## config.mk

```make
export PLATFORM = sky130hd
export DESIGN_NAME = fst_in_debounce
export DESIGN_NICKNAME = d
export VERILOG_FILES = /design/src/rtl/fst_io_pkg.sv /design/src/rtl/fst_sync2.sv /design/src/rtl/fst_in_debounce.sv
export SDC_FILE = /design/constraint.sdc
export NUM_CORES = 1
export LEC_CHECK = 0
export BUFFER_PORTS_ARGS = -buffer_cell sky130_fd_sc_hd__buf_2
export CORE_ASPECT_RATIO = 1.75
export CORE_MARGIN = 1.5
export CORE_UTILIZATION = 35
export CTS_BUF_LIST = sky130_fd_sc_hd__clkbuf_8
export CTS_CLUSTER_DIAMETER = 80
export DETAILED_ROUTE_END_ITERATION = 8
export PLACE_DENSITY = 0.57
export SLEW_MARGIN = 20
export SYNTH_ARGS = -nofsm -noshare
export SYNTH_HDL_FRONTEND = slang
export SYNTH_SLANG_ARGS = --single-unit
```

## constraint.sdc

```tcl
create_clock -name clk_in -period 4.4 [get_ports clk_in]
set_input_delay 0 -clock clk_in [delete_from_list [all_inputs] [get_ports clk_in]]
set_output_delay 0 -clock clk_in [all_outputs]
set_load 0.03 [all_outputs]
```

## src/rtl/fst_io_pkg.sv

```systemverilog
// Shared widths, debounce lengths and types for the fst input-conditioning path.
package fst_io_pkg;

    localparam int unsigned FST_IN_WIDTH        = 16;
    localparam int unsigned DEBOUNCE_CYCLES_HW  = 50000;
    localparam int unsigned DEBOUNCE_CYCLES_SIM = 4;

    typedef logic [FST_IN_WIDTH-1:0] fst_word_t;

    // COUNT: candidate is settling; DONE: candidate accepted, counter saturated.
    typedef enum logic {
        ST_COUNT = 1'b0,
        ST_DONE  = 1'b1
    } deb_state_e;

endpackage

```

## src/rtl/fst_sync2.sv

```systemverilog
// Two-flop synchroniser for asynchronous inputs, synchronous active-high reset.
module fst_sync2 #(
    parameter int unsigned W = 1
) (
    input  logic         clk_in,
    input  logic         reset_in,
    input  logic [W-1:0] d,
    output logic [W-1:0] q
);

    logic [W-1:0] meta_q;

    // Back-to-back flops, no logic between stages.
    always_ff @(posedge clk_in) begin
        if (reset_in) begin
            meta_q <= '0;
            q      <= '0;
        end else begin
            meta_q <= d;
            q      <= meta_q;
        end
    end

endmodule

```

## src/rtl/fst_in_debounce.sv

```systemverilog
// Synchronises and debounces the DIP-switch word and step button as one vector.
module fst_in_debounce
    import fst_io_pkg::*;
#(
    parameter int unsigned WIDTH         = FST_IN_WIDTH,
    parameter int unsigned STABLE_CYCLES = DEBOUNCE_CYCLES_HW
) (
    input  logic             clk_in,
    input  logic             reset_in,
    input  logic [WIDTH-1:0] sw_raw,
    input  logic             btn_raw,
    output logic [WIDTH-1:0] dat_out,
    output logic             changed,
    output logic             btn_level,
    output logic             btn_pulse,
    output logic             busy
);

    localparam int unsigned VW    = WIDTH + 1;
    localparam int unsigned CNT_W = $clog2(STABLE_CYCLES + 1);
    localparam logic [CNT_W-1:0] CNT_LAST = CNT_W'(STABLE_CYCLES - 1);

    logic [VW-1:0]    v_raw;
    logic [VW-1:0]    sync_q;
    logic [VW-1:0]    cand_q, cand_d;
    logic [VW-1:0]    commit_q, commit_d;
    logic [CNT_W-1:0] cnt_q, cnt_d;
    deb_state_e       state_q, state_d;
    logic             changed_d, pulse_d;

    assign v_raw = {btn_raw, sw_raw};

    fst_sync2 #(
        .W (VW)
    ) u_sync (
        .clk_in   (clk_in),
        .reset_in (reset_in),
        .d        (v_raw),
        .q        (sync_q)
    );

    // State, candidate, counter, committed value and pulse registers.
    always_ff @(posedge clk_in) begin
        if (reset_in) begin
            state_q   <= ST_COUNT;
            cand_q    <= '0;
            cnt_q     <= '0;
            commit_q  <= '0;
            changed   <= 1'b0;
            btn_pulse <= 1'b0;
        end else begin
            state_q   <= state_d;
            cand_q    <= cand_d;
            cnt_q     <= cnt_d;
            commit_q  <= commit_d;
            changed   <= changed_d;
            btn_pulse <= pulse_d;
        end
    end

    // Next state: restart on any new sample, count while settling, commit once.
    always_comb begin
        state_d   = state_q;
        cand_d    = cand_q;
        cnt_d     = cnt_q;
        commit_d  = commit_q;
        changed_d = 1'b0;
        pulse_d   = 1'b0;
        if (sync_q != cand_q) begin
            cand_d  = sync_q;
            cnt_d   = '0;
            state_d = ST_COUNT;
        end else if (state_q == ST_COUNT) begin
            if (cnt_q == CNT_LAST) begin
                state_d   = ST_DONE;
                commit_d  = cand_q;
                changed_d = (cand_q[WIDTH-1:0] != commit_q[WIDTH-1:0]);
                pulse_d   = cand_q[WIDTH] & ~commit_q[WIDTH];
            end else begin
                cnt_d = cnt_q + CNT_W'(1);
            end
        end
    end

    assign dat_out   = commit_q[WIDTH-1:0];
    assign btn_level = commit_q[WIDTH];

    // Settling indicator: a new sample is pending or the candidate is not yet committed.
    assign busy = (sync_q != cand_q) | (cand_q != commit_q);

endmodule

```

## Word-level counts from Yosys, hierarchy flattened

Index checks and enable logic that the tools add are counted.

| operators by class | value |
|---|---|
| add/subtract/negate cells | 1 |
| multiplexer cells | 2 |
| reductions and logical operators | 4 |
| equality and inequality tests | 4 |
| bitwise logic cells | 6 |

Operator list:

| kind | count |
|---|---|
| $ne 17x17->1 | 2 |
| $add 16x1->16 const B | 1 |
| $eq 16x16->1 const B | 1 |
| $ne 16x16->1 | 1 |
| $not 1->1 | 4 |
| $reduce_or 4->1 | 1 |
| $reduce_and 3->1 | 1 |
| $mux 1 | 2 |
| $reduce_and 2->1 | 1 |
| $reduce_or 2->1 | 1 |
| $and 1x1->1 | 1 |
| $or 1x1->1 | 1 |

| word-level totals | value |
|---|---|
| register bits | 87 |
| logic and storage cells | 25 |
| input bits | 19 |
| output and inout bits | 20 |

## Logic depth before layout (Yosys ltp)

Gate-level depths: netlist of run 1.

| logic depth | value |
|---|---|
| depth in word-level cells | 3 |
| gate-level depth with buffers | 7 |
| depth with buffers taken out | 6 |

## By module

Synthesis of run 1 repeated with hierarchy kept, for this count alone.

| second synthesis, totals | value |
|---|---|
| cell total of the unflattened synthesis | 333 |
| area total of the unflattened synthesis | 3,427.0 sq um |

Modules (own cells, without submodules):

| module | area each (sq um) | times used | cells an instance | seq. area each (sq um) |
|---|---|---|---|---|
| fst_in_debounce | 2,489.9 | 1 | 262 | 1,061.0 |
| fst_sync2 | 937.1 | 1 | 71 | 680.7 |

## Worst setup path after synthesis of run 1

No wires, ideal clock.

| timing | value |
|---|---|
| path kind | reg-to-reg |
| from | register cnt_q[11] |
| to | register commit_q[10] |
| required time | 4,268 ps |
| buffers on the path | 2 |
| stages on the path, launching flop included | 8 |
| period minus slack after synthesis | 1,790 ps |
| library setup time | 132 ps |
| arrival time | 1,658 ps |
| path slack | 2,610 ps |
| path through | dfxtp_1 -> nor4b_4 -> nand4_2 -> nand2b_1 -> buf_2 -> buf_4 -> o31ai_1 -> a21oi_1 |

| between the ends | value |
|---|---|
| longest elaborated chain between the ends | 2 |

RTL lines:

| what | line | text |
|---|---|---|
| from (decl) | fst_in_debounce.sv:27 | `logic [CNT_W-1:0] cnt_q, cnt_d;` |
| from (signal assigned) | fst_in_debounce.sv:54 | `cnt_q <= cnt_d;` |
| $eq 16x16->1 | fst_in_debounce.sv:74 | `if (cnt_q == CNT_LAST) begin` |
| $reduce_and 3->1 (no source line) | - |  |
| to (signal assigned) | fst_in_debounce.sv:55 | `commit_q <= commit_d;` |
| to (decl) | fst_in_debounce.sv:26 | `logic [VW-1:0] commit_q, commit_d;` |

Every way passes these cells.
A chain may end at the register's enable or synchronous reset.

## Worst setup path after layout of run 1

| timing | value |
|---|---|
| from | register cand_q[10] |
| to | register cnt_q[2] |

| between the ends | value |
|---|---|
| longest elaborated chain between the ends | 2 |

RTL lines:

| what | line | text |
|---|---|---|
| from (decl) | fst_in_debounce.sv:25 | `logic [VW-1:0] cand_q, cand_d;` |
| from (signal assigned) | fst_in_debounce.sv:53 | `cand_q <= cand_d;` |
| $ne 17x17->1 | fst_in_debounce.sv:69 | `if (sync_q != cand_q) begin` |
| $reduce_or 2->1 (no source line) | - |  |

Every way passes these cells.

==> metrics.yaml, run 1 <==
status: "completed"
clk_pin_slew_ns: 0.09
fin_worst_skew_ns: 0.0111
grt-ovfl-total: 0
fin_crit_sh_pct: 54.5
drive_gt1_share_pct: 16.9
worstPathRequired_ns: 4.68
cts_buffers: 9
reg2reg_depth: 5
syn_avg_cell_area_um2: 10.2
p_leak_nw: 1.57
post-dp-hpwl_um: 4370
met2WireLength_um: 3260
cts-resized-gates: 0
hold_viol: 0
worstMarginPinSlew_ns: 0.791
ir_drop_mv: 0.162
min_path_cells: 3
ant_nets: 0
cts_setup_buffers: 0
yosysSeqAreaShare_pct: 51.1
ys_async_sr_fraction_pct: 0
grt_max_degree: 70
synth_top_area_cell: "dfxtp_1"
cts_tree: "built"
routed.top_layer: "met4"
postCtsHoldBufs: 17
ff2ff_setup_slack_ns: 2.00
post_drt_wl_per_cell_um: 13.1
area_delta_synth_final_pct: 18.0
grt_pass1_vias: 2377
holdCritPathClass: "in -> reg"
antenna_found_initial: 0
yosysWarningCount: 0
drt-total-wl_um: 6650
dr_wl_met3_um: 225
synth.top_cells.by_area: "dfxtp_1, nor2b_1, xor2_1, xnor2_1, nand4_1"
grt_first_pass_wirelength_um: 11300
fin_crit_ns: 2.40
coreArea_um2: 9470
die_area_um2: 10400
netlist.area_leader.share_pct: 51.1
synth_cells: 334
wl_met1_um: 2990
drt_iter0_drc: 159
place_congestion: 0.850
setup_viol: 0
p_per_area_nw_per_um2: 367
n_antenna_cell: 0
min_from: "reset_in"
p_total_w: 0.00148
synth_flop_cell: "dfxtp_1"
slew_viol_final: 0
fp.dieH_um: 134
drc_errors: 0
firstDrtPassIters: 4
clock_path_buffers: 2
cts_root_buf: "clkbuf_8"
ys_types: 33
io-pin-count: 39
finalNetCount: 401
via_per_inst: 4.83
syn-num-nets: 355
clk_latency_ns: 0.36
maxSlewHeadroom_pct: 47.3
clkSinkCount: 87
port_buffers: 38
critPathKind: "reg -> reg"
start_kind: "flop"
worst_ep_arrival_time_ns: 2.68
max_freq_mhz: 417
syn_area_um2: 3410
via_count: 2442
rr_startpoint: "cand_q[10]"
crit_fanout: 19
start_util_pct: 36.0
htree_levels: 3
ys_ff_latch: 87
die_w_um: 77.6
rows: 47
rsz0062_at_grt: "no"
synth_edf_count: 0
drv_cap: 0
reg2reg_to: "cnt_q[2]"
setup-tns-final_ns: 0
min_to: "u_sync.q[0]"
grt_usage_pct: 13.9
cp-end-kind: "flop"
-- layout make-up --
class | count | area [um2]
Tap cell | 122 | 153
Inverter | 3 | 11.3
Sequential cell | 87 | 1740
Timing Repair Buffer | 56 | 368
Clock buffer | 9 | 124
Fill cell | 944 | 5440
Multi-Input combinational cell | 223 | 1550
Clock inverter | 6 | 73.8
-- cell usage after synthesis, types with 2 or more instances --
library cell and n:
nor3_1 5, a21oi_1 18, buf_6 2, xnor2_1 23, nand3_2 2, inv_1 3
nand2_1 2, buf_2 7, and4_1 4, o31ai_1 17, and3_1 7, nand4_1 25
nand3_1 9, xor2_1 24, and2_1 2, nor2_1 17, nor4_2 3, ha_1 2
clkbuf_1 10, dfxtp_1 87, nor2b_1 53
-- registers in the layout (all words and copies together) (netlist names) --
| name | count |
|---|---|
| changed | 1 |
| state_q | 1 |
| u_sync.q | 17 |
| btn_pulse | 1 |
| u_sync.meta_q | 17 |
| cnt_q | 16 |
| commit_q | 17 |
| cand_q | 17 |
-- stage by stage --
stage          hold slack [ns]  std cells  setup slack (ns)  cell area (um2)  util (%)
2_1_floorplan            0.128        334              2.61             3410         -
3_3_place_gp             0.208        474              2.02             3650      38.6
3_5_place_dp             0.212        474              1.92             3650      38.6
4_1_cts                  0.254        506              1.87             4020      42.5
5_1_grt                  0.296        506              1.80             4030      42.5
6_report                 0.266        506              2.00             4030      42.5
-- worst max-delay path, stage by stage (launching register included) --
cell	delay, ns
dfxtp_1	0.36
xor2_1	0.18
nor4_2	0.38
nand3_2	0.40
or3_1	0.75
a211oi_2	0.24
-- how the worst max path moves through the flow --
stage,from,to,slack (ns),cells past startpoint
floorplan,cnt_q[11],commit_q[10],2.61,7
global placement,cnt_q[11],commit_q[0],2.02,5
detailed placement,cnt_q[11],commit_q[6],1.92,5
CTS,cnt_q[11],commit_q[6],1.87,5
global route,cand_q[0],cnt_q[2],1.80,5
finish,cand_q[10],cnt_q[2],2.00,5
-- placed cells by master, fill, tap and decap left out --
cell	n
a41oi_2	1
and4_1	4
inv_1	3
and4bb_2	1
dlygate4sd3_1	17
nand4_1	25
nor4_2	3
nand3_1	9
nor2b_2	1
inv_6	4
and2_1	2
or3_1	1
nor4_1	1
buf_2	38
a41o_1	1
nor2b_1	52
bufinv_16	1
nand3_2	2
o31ai_1	17
clkinv_4	1
buf_4	1
clkbuf_8	9
a211oi_2	1
nor3_1	5
xor2_1	24
nor4b_4	1
dfxtp_1	87
xnor2_1	23
and3_1	7
a21oi_1	18
nand2b_1	1
and4bb_1	1
nand2_1	2
nor2_1	17
nand4_2	1
ha_1	2
-- where the power goes --
part / leakage (nW) / internal (W) / switching (W)
Clock: 0.101 / 0.000268 / 0.000296
Sequential: 0.710 / 0.000806 / 0.0000105
Combinational: 0.755 / 0.0000408 / 0.0000562
-- metal layers --
metal | GRT usage [%] | up-vias
met1 | 16.5 | 1139
met4 | 7.17 | 0
li1 | - | 1243
met2 | 22.3 | 49
met5 | 0 | -
met3 | 4.25 | 11
-- kinds of logic after synthesis --
| logic type | synth area share [%] |
|---|---|
| compound gates | 7.52 |
| xor+xnor | 12.1 |
| fa+ha+maj | 0.734 |
| flops | 51.1 |
| buf+inv | 3.45 |
| simple gates | 25.2 |
Power figures use the tool's default switching activity.
==> run 2, diff against run 1 <==
--- a/config.mk
+++ b/config.mk
@@ -5,6 +5,7 @@
 export SDC_FILE = /design/constraint.sdc
 export NUM_CORES = 1
 export LEC_CHECK = 0
+export ABC_AREA = 1
 export BUFFER_PORTS_ARGS = -buffer_cell sky130_fd_sc_hd__buf_2
 export CORE_ASPECT_RATIO = 1.75
 export CORE_MARGIN = 1.5
@@ -12,7 +13,7 @@
 export CTS_BUF_LIST = sky130_fd_sc_hd__clkbuf_8
 export CTS_CLUSTER_DIAMETER = 80
 export DETAILED_ROUTE_END_ITERATION = 8
-export PLACE_DENSITY = 0.57
+export PLACE_DENSITY = 0.59
 export SLEW_MARGIN = 20
 export SYNTH_ARGS = -nofsm -noshare
 export SYNTH_HDL_FRONTEND = slang
==> constraint.sdc (replaced) <==
create_clock -name clk_in -period 2.2 [get_ports clk_in]
set_input_delay 0 -clock clk_in [delete_from_list [all_inputs] [get_ports clk_in]]
set_output_delay 0 -clock clk_in [all_outputs]
set_load 0.03 [all_outputs]
==> metrics.yaml, run 2 <==
rsz0062_at_grt: "no"
clkSinkCount: 87  # unchanged
place_congestion: 0.920  # +8.2%
p_total_w: 0.00303  # +100%
cts_root_buf: "clkbuf_8"
yosysMostFrequentCell: "nor2_1"
firstDrtPassIters: 4  # unchanged
cts_tree: "built"
n_antenna_cell: 0  # unchanged
yosysWarningCount: 0  # unchanged
drc_errors: 0  # unchanged
setup_viol: 0  # unchanged
holdCritPathClass: "in -> reg"
reg2reg_to: "cnt_q[8]"
post_drt_wl_per_cell_um: 10.8  # -18%
slowest_stage: "dfxtp_1"
io-pin-count: 39  # unchanged
maxSlewHeadroom_pct: 66.1  # +19 points
final_common_cell: "nor2_1"
synth_cells: 521  # +56%
syn_avg_cell_area_um2: 7.14  # -30%
max_freq_mhz: 548
yosysSeqAreaShare_pct: 46.8  # -4.2 points
slowest_delay_ns: 0.40  # -0.35 ns
ys_types: 24  # -27%
placed_cells: 677  # +43%
ys_ff_latch: 87  # unchanged
clk_latency_ns: 0.36  # about the same
start_util_pct: 36.1  # +0.090 points
grt_first_pass_wirelength_um: 12500  # +11%
grt_usage_pct: 14.5  # +0.66 points
netlist.area_leader.share_pct: 46.8  # -4.2 points
p_per_area_nw_per_um2: 684  # +86%
finalNetCount: 599  # +49%
crit_chain: "xnor2_1, nand2_1, nor2_4, nand3_4, inv_2, nand3_1, buf_2"
via_per_inst: 4.38  # -9.3%
port_buffers: 38  # unchanged
synth.top_cells.by_area: "dfxtp_1, nor2_1, nand2_1, inv_1, xor2_1"
rows: 49  # +4.3%
grt-ovfl-total: 0  # unchanged
worstMarginPinSlew_ns: 0.507  # -0.284 ns
cp-end-kind: "primary output"
drt-total-wl_um: 7690  # +16%
p_leak_nw: 2.06  # +32%
setup-tns-final_ns: 0  # unchanged
reg2reg_depth: 10  # +5
clk_pin_slew_ns: 0.10  # about the same
crit_fanout: 9  # -10
syn_area_um2: 3720  # +9.1%
hold-worst-slack_ns: 0.0294  # -0.237 ns
critPathLaunch: "cand_q[12]"
drive_gt1_share_pct: 12.5  # -4.4 points
fin_worst_skew_ns: 0.0120  # +0.000926 ns
slew_viol_final: 0  # unchanged
post-dp-hpwl_um: 5660  # +29%
antenna_found_initial: 0  # unchanged
grt_pass1_vias: 2855  # +20%
worstPathRequired_ns: 2.20  # -2.48 ns
die_w_um: 80.9  # +4.3%
critPathKind: "reg -> out"
stdcell_count: 710  # +40%
rr_startpoint: "cnt_q[0]"
hold_viol: 0  # unchanged
status: "completed"
via_count: 3109  # +27%
cp-endpoint: "busy"
area_delta_synth_final_pct: 19.0
clock_path_buffers: 2  # unchanged
synth_top_area_cell: "dfxtp_1"
die_area_um2: 11300  # +8.8%
synth_flop_cell: "dfxtp_1"
start_kind: "flop"
fp.dieH_um: 139  # +4.3%
coreArea_um2: 10300  # +8.8%
syn-num-nets: 542  # +53%
drt_iter0_drc: 95  # -40%
grt_max_degree: 44  # -37%
cts_buffers: 9  # unchanged
ff2ff_setup_slack_ns: 0.39  # -1.61 ns
worst_ep_arrival_time_ns: 1.83  # -0.85 ns
ys_async_sr_fraction_pct: 0  # unchanged
fin_crit_ns: 1.83
htree_levels: 3  # unchanged
fin_crit_sh_pct: 83.0
synth_edf_count: 0  # unchanged
ant_nets: 0  # unchanged
synthTopCellsByCount: "nor2_1, nand2_1, inv_1"
ir_drop_mv: 0.370  # +130%
layout_common_cells: "nor2_1, nand2_1, inv_1"
drv_cap: 0  # unchanged
## run 2: cell types whose count changed in the layout (fill, tap and decap cells not counted), moves of 6 or more
cell	previous run	this run
nand3_1	9	21
nand2_1	2	103
nand4_1	25	17
a21oi_1	18	10
nor2_1	17	115
inv_1	3	96
o31ai_1	17	0
and3_1	7	0
nor2b_1	52	0
xnor2_1	23	10
xor2_1	24	18
## run 2: worst max-delay path, delay by kind of cell, from the launching register on
| kind | cells | cell delay [ns] |
|---|---|---|
| xor+xnor | 1 | 0.13 |
| buf+inv | 2 | 0.29 |
| flops | 1 | 0.40 |
| simple gates | 4 | 0.64 |
## run 2: what timing repair did
action / CTS / global route
resized for setup: 0 / 0
hold buffers: 17 / 0
setup buffers: 0 / 0
setup endpoints to repair: 0 / 0
hold endpoints to repair: 17 / 0
## run 2: kinds of logic after synthesis
| family | Yosys count | synth area share [%] |
|---|---|---|
| buffers and inverters | 112 | 11.8 |
| adders and majority gates | 2 | 0.673 |
| AOI/OAI and AO/OA | 15 | 2.22 |
| and+or+nand+nor | 277 | 31.9 |
| xor gates and xnor gates | 28 | 6.59 |
| DFF | 87 | 46.8 |
## run 2: area by class of cell
class                           instances  area, um2
Clock buffer                            9        124
Timing Repair Buffer                   58        395
Fill cell                            1045       5870
Inverter                              100        375
Tap cell                              127        159
Multi-Input combinational cell        322       1540
Sequential cell                        87       1740
Clock inverter                          7       95.1
## run 2: worst min path at each step
stage	slack [ns]	to	depth (start not counted)	startpoint
2_1_floorplan	0.11	u_sync.meta_q[0]	2	sw_raw[0]
3_3_place_gp	0.20	u_sync.meta_q[16]	3	btn_raw
3_5_place_dp	0.21	u_sync.meta_q[1]	3	sw_raw[1]
4_1_cts	0.02	u_sync.meta_q[1]	2	reset_in
5_1_grt	0.03	u_sync.q[4]	2	reset_in
6_report	0.03	cand_q[2]	2	reset_in
## run 2: per-stage QoR
step / utilization [%] / worst slack [ns] / instance area [um2]
3_5_place_dp: 39.2 / 0.406 / 4040
5_1_grt: 43.0 / 0.103 / 4430
2_1_floorplan: - / 0.643 / 3720
3_3_place_gp: 39.2 / 0.479 / 4040
4_1_cts: 43.0 / 0.343 / 4430
6_report: 43.0 / 0.374 / 4430
## run 2: where the power goes
part           total [W]  internal [W]  leakage (nW)  switching (W)
combinational   0.000195     0.0000850          1.24       0.000110
clock            0.00120      0.000562         0.111       0.000639
sequential       0.00163       0.00161         0.710      0.0000205
## run 2: per-layer routing
layer / global-route usage, % / share of wire, % / vias to the layer above
li1: - / - / 1666
met1: 15.3 / 41 / 1357
met2: 24.7 / 51 / 66
met3: 3.28 / 3.0 / 20
met4: 10.2 / 4.8 / 0
met5: 0 / 0 / -
==> run 3, diff against run 2 <==
--- a/config.mk
+++ b/config.mk
@@ -13,7 +13,7 @@
 export CTS_BUF_LIST = sky130_fd_sc_hd__clkbuf_8
 export CTS_CLUSTER_DIAMETER = 80
 export DETAILED_ROUTE_END_ITERATION = 8
-export PLACE_DENSITY = 0.59
+export PLACE_DENSITY = 0.57
 export SLEW_MARGIN = 20
 export SYNTH_ARGS = -nofsm -noshare
 export SYNTH_HDL_FRONTEND = slang
==> constraint.sdc (replaced) <==
create_clock -name clk_in -period 1.8 [get_ports clk_in]
set_input_delay 0 -clock clk_in [delete_from_list [all_inputs] [get_ports clk_in]]
set_output_delay 0 -clock clk_in [all_outputs]
set_load 0.03 [all_outputs]
==> metrics.yaml, run 3 (synthesized netlist as in run 2, its figures left out) <==
status: "completed"
cpMostUsedCell: "nand2_1"
reg2reg_depth: 12  # +2
via_per_inst: 4.37  # -0.29%
slowest_stage: "dfxtp_4"
die_area_um2: 11300  # unchanged
firstDrtPassIters: 4  # unchanged
clk_pin_slew_ns: 0.09  # about the same
final_common_cell: "nor2_1"
clock_path_buffers: 2  # unchanged
ir_drop_mv: 0.455  # +23%
place_congestion: 0.886  # -3.6%
drt-total-wl_um: 8010  # +4.1%
start_kind: "flop"
io-pin-count: 39  # unchanged
drc_errors: 0  # unchanged
cp-end-kind: "primary output"
grt_first_pass_wirelength_um: 13100  # +4.7%
slew_viol_final: 0  # unchanged
start_util_pct: 36.1  # unchanged
reg2reg_to: "commit_q[13]"
rows: 49  # unchanged
crit_chain: "inv_1, nand2_1, nand2_1, a21oi_2, nand2_1, nor2_2, nand3_4, inv_2, nand3_1, buf_2"
ant_nets: 0  # unchanged
p_leak_nw: 2.13  # +3.3%
rsz0062_at_grt: "yes"
grt_pass1_vias: 2988  # +4.7%
htree_levels: 3  # unchanged
setup_viol: 0  # unchanged
drt_iter0_drc: 118  # +24%
holdCritPathClass: "in -> reg"
layout_common_cells: "nor2_1, nand2_1, inv_1"
fin_crit_ns: 1.73
maxSlewHeadroom_pct: 75.6  # +9.5 points
critPathKind: "reg -> out"
critPathLaunch: "cand_q[10]"
via_count: 3161  # +1.7%
finalNetCount: 613  # +2.3%
rr_startpoint: "cnt_q[1]"
cts_root_buf: "clkbuf_8"
port_buffers: 38  # unchanged
n_antenna_cell: 0  # unchanged
slowest_delay_ns: 0.38  # -0.02 ns
post_drt_wl_per_cell_um: 11.1  # +2.1%
grt_usage_pct: 15.4  # +0.84 points
fin_crit_sh_pct: 96.3
drive_gt1_share_pct: 16.4  # +3.9 points
post-dp-hpwl_um: 5970  # +5.5%
die_w_um: 80.9  # unchanged
hold_viol: 0  # unchanged
clk_latency_ns: 0.36  # about the same
worst_ep_arrival_time_ns: 1.73  # -0.10 ns
crit_fanout: 5  # -4
antenna_found_initial: 0  # unchanged
cts_tree: "built"
ff2ff_setup_slack_ns: 0.11  # -0.28 ns
grt-ovfl-total: 0  # unchanged
drv_cap: 0  # unchanged
min_from: "sw_raw[13]"
fp.dieH_um: 139  # unchanged
cts_buffers: 9  # unchanged
placed_cell_area_um2: 4100  # +1.5%
p_per_area_nw_per_um2: 809  # +18%
worstPathRequired_ns: 1.80  # -0.40 ns
clkSinkCount: 87  # unchanged
final_cell_area_um2: 4560  # +2.9%
grt_max_degree: 38  # -14%
worstMarginPinSlew_ns: 0.367  # -0.140 ns
min_to: "u_sync.meta_q[13]"
fin_worst_skew_ns: 0.0119  # -0.000159 ns
coreArea_um2: 10300  # unchanged
p_total_w: 0.00369  # +22%
area_delta_synth_final_pct: 22.5
setup-tns-final_ns: 0  # unchanged
max_freq_mhz: 577
min_path_cells: 4  # +2
==> run 3: layer usage <==
layer  vias up  GRT usage [%]  part of all wire, %
li1       1689              -                    -
met1      1380           15.4                   39
met2        71           26.9                   53
met3        21           3.08                  3.0
met4         0           11.4                  5.0
met5         -              0                    0
==> run 3: worst max-delay path: cells and delay by family, from the launching register on <==
kind | cells | cell delay [ns]
buf+inv | 3 | 0.32
flops | 1 | 0.38
compound gates | 1 | 0.12
simple gates | 6 | 0.53
==> run 3: repair_timing <==
action | 4_1_cts | 5_1_grt
resized for setup | 5 | 10
setup endpoints to repair | 1 | 21
hold buffers | 19 | 0
pin swaps | 0 | 1
endpoints found under the hold margin | 21 | 0
buffers inserted | 0 | 2
cloned | 0 | 0
==> run 3: report_power, final <==
group          total, W  internal, W  switching (W)
registers       0.00200      0.00197      0.0000260
logic          0.000252     0.000116       0.000136
clock network   0.00144     0.000701       0.000737
total           0.00369      0.00279       0.000899
==> run 3: area by class of cell <==
class                           instances  area [um2]
Sequential cell                        87        1760
Tap cell                              127         159
Multi-Input combinational cell        322        1560
Inverter                              100         375
Fill cell                            1064        5740
Clock buffer                           10         138
Clock inverter                          6        75.1
Timing Repair Buffer                   72         497
==> run 3: worst max path at each step <==
stage	endpoint	slack, ns	depth (start not counted)
floorplan	commit_q[10]	0.24	12
detailed placement	cnt_q[6]	0.06	11
CTS	busy	0.01	10
global route	busy	-0.09	8
global placement	cnt_q[6]	0.15	11
finish	busy	0.07	10
==> run 3: metrics by stage <==
step | hold WS, ns | utilization [%] | std cells | setup WS (ns)
finish | 0.367 | 44.2 | 724 | 0.0675
global route | 0.363 | 44.2 | 724 | -0.0931
CTS | 0.338 | 43.9 | 722 | 0.0119
detailed placement | 0.208 | 39.8 | 687 | 0.0565
global placement | 0.203 | 39.8 | 687 | 0.149
floorplan | 0.107 | - | 521 | 0.243
